`src/rtl/flag_unit.sv`:
```
// rtl/flag_unit.sv - status flag register {S,Z,C,V} with optional 4-deep flag stack (FLAG_STACK_EN)
module flag_unit (
  input  logic        clk,
  input  logic        rst,
  input  logic        flag_we,
  input  logic [2:0]  alu_op,
  input  logic [15:0] a,
  input  logic [15:0] b,
  input  logic [15:0] result,
  input  logic        shift_out,
  input  logic        push,
  input  logic        pop,
  input  logic        err_clr,
  output logic [3:0]  FLAG,
  output logic        stk_full,
  output logic        stk_empty,
  output logic        flag_err
);

  localparam logic [2:0] OP_ADD   = 3'b000;
  localparam logic [2:0] OP_SUB   = 3'b001;
  localparam logic [2:0] OP_CMP   = 3'b010;
  localparam logic [2:0] OP_LOGIC = 3'b011;
  localparam logic [2:0] OP_SHIFT = 3'b100;
  localparam logic [2:0] OP_MOVE  = 3'b101;
  localparam logic [2:0] OP_SETF  = 3'b110;

  logic [3:0]  flag_q;
  logic [3:0]  flag_d;
  logic [3:0]  alu_flags;
  logic [16:0] sum;
  logic [15:0] diff;

  assign sum  = {1'b0, a} + {1'b0, b};
  assign diff = a - b;

  // Flag value the current alu_op would produce, bits ordered {S,Z,C,V}
  always_comb begin
    alu_flags = flag_q;
    case (alu_op)
      OP_ADD: alu_flags = {sum[15], (sum[15:0] == 16'd0), sum[16],
                           (a[15] == b[15]) && (sum[15] != a[15])};
      OP_SUB,
      OP_CMP: alu_flags = {diff[15], (diff == 16'd0), (a < b),
                           (a[15] != b[15]) && (diff[15] != a[15])};
      OP_LOGIC: alu_flags = {result[15], (result == 16'd0), 1'b0, 1'b0};
      OP_SHIFT: alu_flags = {result[15], (result == 16'd0), shift_out, 1'b0};
      OP_MOVE:  alu_flags = {result[15], (result == 16'd0), flag_q[1:0]};
      OP_SETF:  alu_flags = b[3:0];
      default:  alu_flags = flag_q;
    endcase
  end

`ifdef FLAG_STACK_EN
  logic [3:0] stk_q [0:3];
  logic [2:0] depth_q;
  logic [2:0] depth_d;
  logic       err_q;
  logic       err_d;
  logic       empty_q;
  logic       full_q;
  logic       push_ok;
  logic       pop_ok;
  logic       err_evt;
  logic [1:0] wr_idx;
  logic [1:0] rd_idx;

  assign push_ok = push && !pop && (depth_q != 3'd4);
  assign pop_ok  = pop && !push && (depth_q != 3'd0);
  assign err_evt = (push && pop) ||
                   (push && !pop && (depth_q == 3'd4)) ||
                   (pop && !push && (depth_q == 3'd0));
  // depth 1..4 wraps to 1,2,3,0 in two bits, so minus one lands on 0..3
  assign wr_idx  = depth_q[1:0];
  assign rd_idx  = depth_q[1:0] - 2'd1;

  // Next flag/depth/error: a restore wins over the ALU, any pop blocks the ALU write
  always_comb begin
    flag_d  = flag_q;
    depth_d = depth_q;
    err_d   = err_q;
    if (pop_ok) begin
      flag_d  = stk_q[rd_idx];
      depth_d = depth_q - 3'd1;
    end else if (flag_we && !pop) begin
      flag_d = alu_flags;
    end
    if (push_ok) begin
      depth_d = depth_q + 3'd1;
    end
    if (err_evt) begin
      err_d = 1'b1;
    end else if (err_clr) begin
      err_d = 1'b0;
    end
  end

  // Stack storage holds the pre-update FLAG; contents need no reset
  always_ff @(posedge clk) begin
    if (!rst && push_ok) begin
      stk_q[wr_idx] <= flag_q;
    end
  end

  // Flag, depth and registered stack status
  always_ff @(posedge clk or posedge rst) begin
    if (rst) begin
      flag_q  <= 4'b0000;
      depth_q <= 3'd0;
      err_q   <= 1'b0;
      empty_q <= 1'b1;
      full_q  <= 1'b0;
    end else begin
      flag_q  <= flag_d;
      depth_q <= depth_d;
      err_q   <= err_d;
      empty_q <= (depth_d == 3'd0);
      full_q  <= (depth_d == 3'd4);
    end
  end

  assign stk_empty = empty_q;
  assign stk_full  = full_q;
  assign flag_err  = err_q;
`else
  logic unused_stack_inputs;
  assign unused_stack_inputs = ^{push, pop, err_clr};

  // Without the stack only the ALU write can change FLAG
  always_comb begin
    flag_d = flag_q;
    if (flag_we) begin
      flag_d = alu_flags;
    end
  end

  // Flag register
  always_ff @(posedge clk or posedge rst) begin
    if (rst) begin
      flag_q <= 4'b0000;
    end else begin
      flag_q <= flag_d;
    end
  end

  assign stk_empty = 1'b1;
  assign stk_full  = 1'b0;
  assign flag_err  = 1'b0;
`endif

  assign FLAG = flag_q;

endmodule
```
`config.mk`:
```
export PLATFORM = sky130hd
export DESIGN_NAME = flag_unit
export DESIGN_NICKNAME = d
export VERILOG_FILES = /design/src/rtl/flag_unit.sv
export SDC_FILE = /design/constraint.sdc
export NUM_CORES = 1
export LEC_CHECK = 0
export ABC_CLOCK_PERIOD_IN_PS = 2400
export CORE_UTILIZATION = 23
export DETAILED_ROUTE_END_ITERATION = 7
export GPL_TIMING_DRIVEN = 0
export PLACE_DENSITY = 0.53
export SLEW_MARGIN = 25
export SYNTH_ARGS = -nofsm -noshare
export SYNTH_HDL_FRONTEND = slang
export SYNTH_SLANG_ARGS = --single-unit
export TNS_END_PERCENT = 30
```
`constraint.sdc`:
```
create_clock -name clk -period 2.4 [get_ports clk]
set_input_delay 0.48 -clock clk [delete_from_list [all_inputs] [get_ports clk]]
set_output_delay 0.48 -clock clk [all_outputs]
set_load 0.01 [all_outputs]
```
==> results of run 1 <==
==> how the worst max path moves through the flow <==
stage               start       to  cells after the start  slack, ns
detailed placement   b[3]  FLAG[3]                     12      -1.24
finish               a[0]  FLAG[2]                     12      -0.43
global placement     b[3]  FLAG[3]                     12      -1.24
floorplan            a[0]  FLAG[2]                     11      -0.29
global route         a[1]  FLAG[2]                     11      -0.59
CTS                  a[0]  FLAG[2]                     12      -0.48
==> stage by stage <==
stage | TNS (ns) | power, mW | instance area (µm²)
2_1_floorplan | -0.616 | 0.542 | 2410
3_3_place_gp | -4.57 | 0.784 | 3130
3_5_place_dp | -4.64 | 0.786 | 3130
4_1_cts | -1.48 | 1.04 | 3490
5_1_grt | -1.95 | 1.15 | 3560
6_report | -1.38 | 1.07 | 3560
==> routing by layer <==
metal | vias up | wire, µm | GRT usage (%)
met1 | 1373 | 3820 | 21.2
li1 | 1391 | - | -
met3 | 14 | 333 | 0.470
met2 | 83 | 3980 | 25.7
met4 | 0 | 159 | 4.77
met5 | - | 0 | 0
==> cell type report <==
type                    instances  area share [%]
inverters                      36            4.01
well taps                     133            4.67
multi-input cells             278            64.6
repair buffers                 72            18.5
flip-flops and latches          4            2.81
clock buffers                   3            1.16
plain buffers                  20            4.25
==> placed cells by master, fill, tap and decap left out, types with 6 or more instances in the layout <==
cell type / Yosys / final
sky130_fd_sc_hd__nand2_1: 22 / 22
sky130_fd_sc_hd__nor2_1: 31 / 31
sky130_fd_sc_hd__ha_4: 0 / 12
sky130_fd_sc_hd__nand3_1: 7 / 7
sky130_fd_sc_hd__buf_6: 1 / 6
sky130_fd_sc_hd__buf_4: 9 / 21
sky130_fd_sc_hd__inv_2: 1 / 6
sky130_fd_sc_hd__clkdlybuf4s50_1: 0 / 33
sky130_fd_sc_hd__nand4_1: 6 / 6
sky130_fd_sc_hd__nor4_1: 8 / 6
sky130_fd_sc_hd__dlygate4sd2_1: 0 / 17
sky130_fd_sc_hd__o21ai_0: 17 / 17
sky130_fd_sc_hd__inv_1: 35 / 29
sky130_fd_sc_hd__nor2b_1: 10 / 9
sky130_fd_sc_hd__nor3_1: 9 / 9
sky130_fd_sc_hd__ha_1: 32 / 20
sky130_fd_sc_hd__xor2_1: 8 / 8
sky130_fd_sc_hd__a211oi_1: 7 / 6
sky130_fd_sc_hd__a21oi_1: 18 / 15
==> logic make-up after synthesis <==
| family | after synthesis | share of synthesized area [%] |
|---|---|---|
| AO/OA/AOI/OAI | 106 | 33.7 |
| XOR/XNOR | 12 | 4.44 |
| adder cells (fa/ha/maj) | 34 | 18.6 |
| buffers and inverters | 57 | 10.9 |
| flip-flops | 4 | 4.23 |
| multiplexers | 5 | 2.17 |
| other | 2 | 0.317 |
| AND/OR/NAND/NOR | 118 | 25.6 |
==> critical path, cell delays in order <==
cell and delay (ns):
sky130_fd_sc_hd__buf_8 0.09, sky130_fd_sc_hd__inv_8 0.03, sky130_fd_sc_hd__ha_4 0.15, sky130_fd_sc_hd__fa_2 0.34, sky130_fd_sc_hd__and2b_2 0.23, sky130_fd_sc_hd__o221ai_2 0.09
sky130_fd_sc_hd__or4_1 0.57, sky130_fd_sc_hd__nor4_2 0.31, sky130_fd_sc_hd__nand4_1 0.16, sky130_fd_sc_hd__a2111oi_2 0.25, sky130_fd_sc_hd__a41oi_1 0.18, sky130_fd_sc_hd__o41ai_2 0.08
==> where the power goes <==
group | switching (mW) | internal [mW] | total (mW)
logic | 0.438 | 0.400 | 0.838
registers | 0.00675 | 0.0779 | 0.0847
clock network | 0.0409 | 0.107 | 0.148
total | 0.485 | 0.586 | 1.07
==> what timing repair did <==
action                     CTS  global route
setup endpoints to repair    4             4
buffers inserted            14             2
pin swaps                   27             9
gates resized for setup     87            11
==> impl_results.md, run 1 <==
- Global-route congestion overflow total: 0
- Final hold slack: 0.447 ns
- Final count of hold timing violations: 0
- Clock transition time at the flip-flop clock pins of the worst setup and hold paths: around 0.030 ns
- Largest register FFs: 4
- DRT Pass-1 Iters: 5
- Global-route wire length before repair: between 10 and 15 mm
- Largest net degree at the start of global routing: 11
- Count of state elements after synthesis: 4
- Clock period minus final worst setup slack: between 2 and 3 ns
- Die Area: 10700 µm²
- Setup skew after layout: 0 ns
- Post-synthesis cell count: between 300 and 400
- Wire length per cell: between 15 and 20 µm
- Share of the synthesized area in the top cell type: ~17%
- Number of distinct library cells after synthesis: 65
- Most frequent cells after synthesis: 35 x sky130_fd_sc_hd__inv_1, 32 x sky130_fd_sc_hd__ha_1, 31 x sky130_fd_sc_hd__nor2_1
- Row Count: 36
- Number of global-route vias before repair: ~2700
- Antenna violations before repair: 0
- Highest achievable clock rate: around 0.35 GHz
- Post-DP HPWL: approximately 6.4 mm
- Synthesis-to-finish area growth: 50.4%
- Placer Congestion: 0.881
- Synth area leaders: sky130_fd_sc_hd__ha_1 17%, sky130_fd_sc_hd__inv_1 5.5%, sky130_fd_sc_hd__nor2_1 4.9%, sky130_fd_sc_hd__dfrtp_1 4.2%, sky130_fd_sc_hd__a21oi_1 3.8%
- Required @ worst endpoint: between 2 and 3 ns
- Post-route DRC violation count: 0
- Place WS: -1.24 ns
- Die extent in y: between 100 and 150 µm
- Total via count in the routed design: 2861
- Internal reg-to-reg setup slack: around 0.64 ns
- Number of enable-type register cells in the synthesized netlist: 0
- Final slew viol count: 0
- R2R Path Start: FLAG[2]
- Register area: 100 µm²
- Critical Path Sink Type: flop
- Layout filler cell count: 1031
- Horizontal die dimension: between 100 and 150 µm
- Number of max-cap violations: 0
- Non-filler cells in the finished layout: approximately 550
- All-layer global routing usage: approximately 15%
- Post-Route WL: ~8.3 mm
- Tcrit/Tclk final: 118%
- Clock network latency to the later pin of the worst-skew pair: 0.22 ns
- Run status: finished with violations
- Final number of setup-violating endpoints: 4
- Layout cells sized above 1: 22.5%
- Core occupancy in the finished layout: 36.1%
- Share of synthesized area occupied by flip-flops and latches: 4.23%
- Post-CTS Hold Buffers: 0
- Antenna cell count: 0
- Number of buffers created by CTS: 3
- Most instantiated library cell after synthesis: sky130_fd_sc_hd__inv_1
- Count of port buffers added during placement: 56
- Count of cells along the worst register-to-register path: 7
- Starting Density: between 20% and 30%
- Failing checks: negative setup slack
- YS warnings: 0
- Clock tree root buffer cell: sky130_fd_sc_hd__clkbuf_8
- Endpoint arrival time on the critical path: about 3.0 ns
- Count of clock tree sinks: 4
- Maximum level of the CTS H-tree: 1
- Critical Path Fanout Max: 2
- Number of placed I/O pins: 65
- DR iter-0 viols: approximately 120
- Leakage power total: 1.47 nW
- Post-synthesis average cell area: between 7 and 8 µm²
- Total instance count after detailed placement: between 500 and 600
- Setup repair after global routing missed its margin: true
- Ratio of total power to cell area: between 300 and 400 nW/µm²
- Final-stage net count: a little over 500
- Destination of the worst register-to-register timing path: FLAG[2]
- CTS tree: done
- Proportion of register bits with asynchronous set or reset after synthesis: 100%
- Area inside the core boundary: slightly below 10000 µm²
- Post-route antenna net violation count: 0
- Kind of critical path: input pin to flop
- Prevailing post-synth register cell: sky130_fd_sc_hd__dfrtp_1
- CTS Buffer Depth: 2
- Vias per std cell: between 5 and 6
- Largest area contributor in the synthesized netlist: sky130_fd_sc_hd__ha_1
- Setup WS post-layout: -0.434 ns
- Type of origin of the critical path: input pin
- Mapped Area: 2370 µm²
- Worst Hold Class: input pin to async pin
- Maximum ir drop on the vdd rail: ~110 µV
- Multi-input gate area: 2300 µm²
(Power assumes the default switching activity.)
==> inputs of run 2 (changes only) <==
DONT_BUFFER_PORTS = 1   (was unset)
PLACE_DENSITY = unset   (was 0.53)
==> impl_results.md, run 2 (synthesis gave the netlist of run 1 again) <==
- Run status: finished with violations (unchanged)
- Failing checks: negative setup slack (unchanged)
- Non-filler cells in the finished layout: 480 (was 546)
- Maximum level of the CTS H-tree: 1 (unchanged)
- Horizontal die dimension: 103 µm (unchanged)
- Required @ worst endpoint: 2.51 ns (was 2.52 ns)
- Global-route wire length before repair: 12.2 mm (was 13.0 mm)
- Setup repair after global routing missed its margin: true (unchanged)
- Area inside the core boundary: 9860 µm² (unchanged)
- Die extent in y: 103 µm (unchanged)
- Layout filler cell count: 1059 (was 1031)
- DR iter-0 viols: 153 (was 124)
- Starting Density: 24.0% (unchanged)
- Multi-input gate area: 2240 µm² (was 2300 µm²)
- Final design area excluding fillers: 2880 µm² (was 3560 µm²)
- Row Count: 36 (unchanged)
- All-layer global routing usage: 14.3% (was 15.3%)
- Endpoint arrival time on the critical path: 2.82 ns (was 2.95 ns)
- Ratio of total power to cell area: 315 nW/µm² (was 301 nW/µm²)
- Tcrit/Tclk final: 113% (was 118%)
- Setup skew after layout: 0 ns (unchanged)
- Clock transition time at the flip-flop clock pins of the worst setup and hold paths: 0.03 ns (about the same)
- Total via count in the routed design: 2569 (was 2861)
- CTS Buffer Depth: 2 (unchanged)
- Critical Path Fanout Max: 3 (was 2)
- Internal reg-to-reg setup slack: 0.49 ns (was 0.64 ns)
- Destination of the worst register-to-register timing path: FLAG[2] (unchanged)
- DRT Pass-1 Iters: 4 (was 5)
- Post-CTS Hold Buffers: 0 (unchanged)
- Register area: 100 µm² (unchanged)
- Number of max-cap violations: 0 (unchanged)
- Final-stage net count: 441 (was 507)
- Count of clock tree sinks: 4 (unchanged)
- Worst Hold Class: input pin to async pin (unchanged)
- Highest achievable clock rate: 0.368 GHz (was 0.353 GHz)
- Post-route antenna net violation count: 0 (unchanged)
- Post-route DRC violation count: 0 (unchanged)
- Type of origin of the critical path: input pin (unchanged)
- Number of placed I/O pins: 65 (unchanged)
- Leakage power total: 1.19 nW (was 1.47 nW)
- Global-route congestion overflow total: 0 (unchanged)
- Synthesis-to-finish area growth: 21.8% (was 50.4%)
- Critical Path Sink Type: flop (unchanged)
- Total instance count after detailed placement: 472 (was 528)
- Setup Total Neg Slack: -0.617 ns (was -1.38 ns)
- Final count of hold timing violations: 0 (unchanged)
- Post-Route WL: 7.68 mm (was 8.29 mm)
- Antenna cell count: 0 (unchanged)
- Most frequent standard cell in the layout excluding fill and tap cells: sky130_fd_sc_hd__inv_1 (was sky130_fd_sc_hd__clkdlybuf4s50_1)
- Wire length per cell: 16.0 µm (was 15.2 µm)
- Largest register FFs: 4 (unchanged)
- Placer Congestion: 0.871 (was 0.881)
- Clock tree root buffer cell: sky130_fd_sc_hd__clkbuf_8 (unchanged)
- Vias per std cell: 5.35 (was 5.24)
- CTS tree: done (unchanged)
- CP Launch Point: b[5] (was a[0])
- Kind of critical path: input pin to flop (unchanged)
- Maximum ir drop on the vdd rail: 138 µV (was 115 µV)
- Die Area: 10700 µm² (unchanged)
- Number of buffers created by CTS: 3 (unchanged)
- Final slew viol count: 0 (unchanged)
- Setup WS post-layout: -0.314 ns (was -0.434 ns)
- Count of cells along the worst register-to-register path: 7 (unchanged)
- Core occupancy in the finished layout: 29.2% (was 36.1%)
- Largest net degree at the start of global routing: 11 (unchanged)
- R2R Path Start: FLAG[2] (unchanged)
- Clock period minus final worst setup slack: 2.71 ns (was 2.83 ns)
- Antenna violations before repair: 0 (unchanged)
- Layout cells sized above 1: 19.3% (was 22.5%)
- Number of global-route vias before repair: 2495 (was 2677)
- Clock network latency to the later pin of the worst-skew pair: 0.21 ns (was 0.22 ns)
- Post-DP HPWL: 6.11 mm (was 6.35 mm)
- Cell area reported after detailed placement: 2570 µm² (was 3130 µm²)
- Final number of setup-violating endpoints: 4 (unchanged)
- Most used cells in the layout excluding fill and tap cells: 34 x sky130_fd_sc_hd__inv_1, 31 x sky130_fd_sc_hd__nor2_1, 27 x sky130_fd_sc_hd__ha_1 (was 33 x sky130_fd_sc_hd__clkdlybuf4s50_1, 31 x sky130_fd_sc_hd__nor2_1, 29 x sky130_fd_sc_hd__inv_1)
- Final hold slack: 0.0355 ns (was 0.447 ns)
- Count of port buffers added during placement: 0 (was 56)
-- run 2: cell count changes in the layout (fill, tap and decap cells not counted), moves of 2 or more --
| cell | change |
|---|---|
| sky130_fd_sc_hd__a2111oi_4 | +2 |
| sky130_fd_sc_hd__buf_2 | -4 |
| sky130_fd_sc_hd__buf_4 | -6 |
| sky130_fd_sc_hd__buf_6 | -3 |
| sky130_fd_sc_hd__clkdlybuf4s50_1 | -33 |
| sky130_fd_sc_hd__dlygate4sd2_1 | -17 |
| sky130_fd_sc_hd__ha_1 | +7 |
| sky130_fd_sc_hd__ha_4 | -7 |
| sky130_fd_sc_hd__inv_1 | +5 |
| sky130_fd_sc_hd__inv_2 | -5 |
-- run 2: critical path, stage by stage --
cell,delay (ns)
sky130_fd_sc_hd__inv_1,0.02
sky130_fd_sc_hd__ha_1,0.30
sky130_fd_sc_hd__or3_4,0.40
sky130_fd_sc_hd__a311o_1,0.32
sky130_fd_sc_hd__a221o_1,0.32
sky130_fd_sc_hd__a211oi_2,0.15
sky130_fd_sc_hd__mux2i_1,0.16
sky130_fd_sc_hd__a2111oi_4,0.37
sky130_fd_sc_hd__a41oi_2,0.21
sky130_fd_sc_hd__o41ai_4,0.09
-- run 2: per-stage QoR --
step / setup WS, ns / total power, mW
after global placement: -0.891 / 0.656
after floorplan: -0.291 / 0.542
after detailed placement: -0.858 / 0.661
after global routing: -0.384 / 0.987
final: -0.314 / 0.907
after CTS: -0.322 / 0.880
-- run 2: routing by layer --
| metal | track usage [%] | up-vias | wire, µm | share of wire (%) |
|---|---|---|---|---|
| met1 | 18.6 | 1216 | 3350 | 44 |
| met2 | 24.3 | 88 | 3570 | 47 |
| met3 | 3.83 | 8 | 650 | 8.5 |
| met4 | 1.63 | 0 | 108 | 1.4 |
| met5 | 0 | - | 0 | 0 |
| li1 | - | 1257 | - | - |
-- run 2: repair_timing --
action / CTS / global route
endpoints found under the hold margin: 0 / 0
endpoints found under the setup margin: 4 / 4
pin swaps: 21 / 5
setup buffers: 5 / 1
resized for setup: 36 / 9
-- run 2: power breakdown --
| group | internal, mW | switching, mW | leakage [nW] | total (mW) |
|---|---|---|---|---|
| combinational | 0.289 | 0.390 | 1.12 | 0.679 |
| sequential | 0.0780 | 0.0125 | 0.0492 | 0.0905 |
| clock | 0.107 | 0.0312 | 0.0216 | 0.138 |
-- run 2: cell type report --
type,instances,area share [%]
Clock buffer,3,1.43
Inverter,36,4.95
Timing Repair Buffer,6,1.56
Multi-Input combinational cell,278,77.7
Sequential cell,4,3.47
Buffer,20,5.12
Tap cell,133,5.77
-- run 2: how the worst max path moves through the flow --
stage                   end  slack, ns  depth (start not counted)
floorplan           FLAG[2]      -0.29                         11
global placement    FLAG[2]      -0.89                         10
detailed placement  FLAG[2]      -0.86                         10
CTS                 FLAG[2]      -0.32                         10
global route        FLAG[2]      -0.38                         11
finish              FLAG[2]      -0.31                         10
==> inputs of run 3 (changes only) <==
CTS_CLUSTER_SIZE = 14   (was unset)
MAX_ROUTING_LAYER = met4   (was unset)
==> impl_results.md, run 3 (synthesis gave the netlist of run 1 again) <==
- Final slew viol count: 0 (unchanged)
- Kind of critical path: input pin to flop (unchanged)
- Number of placed I/O pins: 65 (unchanged)
- Critical Path Sink Type: flop (unchanged)
- Vias per std cell: 5.24 (was 5.35)
- Most used cells in the layout excluding fill and tap cells: 33 x sky130_fd_sc_hd__inv_1, 31 x sky130_fd_sc_hd__nor2_1, 27 x sky130_fd_sc_hd__ha_1 (was 34 x sky130_fd_sc_hd__inv_1, 31 x sky130_fd_sc_hd__nor2_1, 27 x sky130_fd_sc_hd__ha_1)
- Maximum ir drop on the vdd rail: 138 µV (about the same)
- Pwr Total: 0.895 mW (was 0.907 mW)
- DR iter-0 viols: 121 (was 153)
- Internal power of the cells: 0.475 mW (was 0.474 mW)
- Internal reg-to-reg setup slack: 0.41 ns (was 0.49 ns)
- Power spent charging and discharging nets: 0.420 mW (was 0.434 mW)
- Final-stage net count: 442 (was 441)
- Antenna violations before repair: 0 (unchanged)
- Layout cells sized above 1: 18.7% (was 19.3%)
- Critical Path Fanout Max: 3 (unchanged)
- Clock transition time at the flip-flop clock pins of the worst setup and hold paths: 0.03 ns (about the same)
- Most frequent standard cell in the layout excluding fill and tap cells: sky130_fd_sc_hd__inv_1 (unchanged)
- Clock network latency to the later pin of the worst-skew pair: 0.21 ns (about the same)
- Clock period minus final worst setup slack: 2.72 ns (was 2.71 ns)
- Count of clock tree sinks: 4 (unchanged)
- Critical path capture point: FLAG[2] (unchanged)
- Tcrit/Tclk final: 113% (about the same)
- Largest net degree at the start of global routing: 11 (unchanged)
- Starting Density: 24.0% (unchanged)
- Maximum level of the CTS H-tree: 1 (unchanged)
- Global-route congestion overflow total: 0 (unchanged)
- Largest register FFs: 4 (unchanged)
- Wire length per cell: 15.3 µm (was 16.0 µm)
- CP Launch Point: b[5] (unchanged)
- Total via count in the routed design: 2520 (was 2569)
- Post-Route WL: 7.37 mm (was 7.68 mm)
- Run status: finished with violations (unchanged)
- Horizontal die dimension: 103 µm (unchanged)
- Number of buffers created by CTS: 3 (unchanged)
- Post-DP HPWL: 6.06 mm (was 6.11 mm)
- Endpoint arrival time on the critical path: 2.82 ns (about the same)
- Failing checks: negative setup slack (unchanged)
- Final count of hold timing violations: 0 (unchanged)
- Setup Total Neg Slack: -0.597 ns (was -0.617 ns)
- Placer Congestion: 0.873 (was 0.871)
- Setup repair after global routing missed its margin: true (unchanged)
- Type of origin of the critical path: input pin (unchanged)
- Setup skew after layout: 0 ns (unchanged)
- Count of port buffers added during placement: 0 (unchanged)
- Final hold slack: 0.0339 ns (was 0.0355 ns)
- Fraction of power spent switching nets: 46.9% (was 47.8%)
- Antenna cell count: 0 (unchanged)
- R2R Path Start: FLAG[2] (unchanged)
- Count of cells along the worst register-to-register path: 7 (unchanged)
- Number of global-route vias before repair: 2463 (was 2495)
- Synthesis-to-finish area growth: 20.9% (was 21.8%)
- Required @ worst endpoint: 2.50 ns (was 2.51 ns)
- Proportion of power drawn by flip-flops and latches: 10.1% (was 10.0%)
- All-layer global routing usage: 14.1% (was 14.3%)
- Post-route DRC violation count: 0 (unchanged)
- CTS Buffer Depth: 2 (unchanged)
- Combinational share of power: 74.5% (was 74.8%)
- Highest achievable clock rate: 0.368 GHz (about the same)
- Area inside the core boundary: 9860 µm² (unchanged)
- Destination of the worst register-to-register timing path: FLAG[2] (unchanged)
- Post-CTS Hold Buffers: 0 (unchanged)
- Worst Hold Class: input pin to async pin (unchanged)
- Clock tree root buffer cell: sky130_fd_sc_hd__clkbuf_8 (unchanged)
- Die extent in y: 103 µm (unchanged)
- Setup WS post-layout: -0.317 ns (was -0.314 ns)
- Post-route antenna net violation count: 0 (unchanged)
- Core occupancy in the finished layout: 29.0% (was 29.2%)
- Global-route wire length before repair: 11.7 mm (was 12.2 mm)
- Number of max-cap violations: 0 (unchanged)
- Leakage power total: 1.20 nW (was 1.19 nW)
- Portion of total power attributed to the clock network: 15.4% (was 15.2%)
- Ratio of total power to cell area: 313 nW/µm² (was 315 nW/µm²)
- Die Area: 10700 µm² (unchanged)
- CTS tree: done (unchanged)
- Row Count: 36 (unchanged)
- Final number of setup-violating endpoints: 3 (was 4)
- DRT Pass-1 Iters: 4 (unchanged)
- Place WS: -0.792 ns (was -0.858 ns)
## run 3: how the worst min path moves through the flow
stage / startpoint / slack [ns] / end / depth (start not counted)
6_report: rst / 0.03 / FLAG[1] / 1
5_1_grt: rst / 0.04 / FLAG[1] / 1
4_1_cts: rst / 0.03 / FLAG[1] / 1
3_5_place_dp: rst / 0.26 / FLAG[3] / 1
3_3_place_gp: rst / 0.25 / FLAG[3] / 1
2_1_floorplan: rst / 0.25 / FLAG[0] / 1
## run 3: critical path: stages
cell and delay (ns):
sky130_fd_sc_hd__inv_1 0.02, sky130_fd_sc_hd__ha_1 0.30, sky130_fd_sc_hd__or3_4 0.40, sky130_fd_sc_hd__a311o_1 0.32, sky130_fd_sc_hd__a221o_1 0.31, sky130_fd_sc_hd__a211oi_2 0.14
sky130_fd_sc_hd__mux2i_1 0.15, sky130_fd_sc_hd__a2111oi_4 0.40, sky130_fd_sc_hd__a41oi_2 0.21, sky130_fd_sc_hd__o41ai_4 0.09
## run 3: through the flow
| stage | cells | cell area (µm²) |
|---|---|---|
| final | 481 | 2860 |
| after global routing | 481 | 2860 |
| after CTS | 481 | 2860 |
| after detailed placement | 472 | 2570 |
| after global placement | 472 | 2570 |
| after floorplan | 339 | 2410 |
## run 3: what timing repair did
item                                    4_1_cts  5_1_grt
buffers inserted                              7        0
hold endpoints to repair                      0        0
endpoints found under the setup margin        4        4
gates resized for setup                      39        2
pin swaps                                    24        2
## run 3: final cells by class
| class | count | area (µm²) |
|---|---|---|
| multi-input cells | 278 | 2190 |
| well taps | 133 | 166 |
| inverters | 36 | 143 |
| fillers | 1066 | 7000 |
| plain buffers | 20 | 158 |
| clock buffers | 3 | 41.3 |
| repair buffers | 7 | 65.1 |
| flip-flops and latches | 4 | 100 |
## run 3: layer usage
| metal | wire, µm | global-route usage [%] | up-vias |
|---|---|---|---|
| li1 | - | - | 1257 |
| met1 | 3230 | 17.8 | 1166 |
| met2 | 3370 | 22.9 | 86 |
| met3 | 649 | 3.90 | 11 |
| met4 | 123 | 2.28 | 0 |
| met5 | 0 | - | - |
## run 3: power groups by stage
stage	clock [mW]	sequential, mW	combinational [mW]
2_1_floorplan	0	0.0885	0.454
6_report	0.138	0.0902	0.667
5_1_grt	0.151	0.0915	0.731
4_1_cts	0.143	0.0907	0.656
3_5_place_dp	0	0.0913	0.569
3_3_place_gp	0	0.0912	0.566
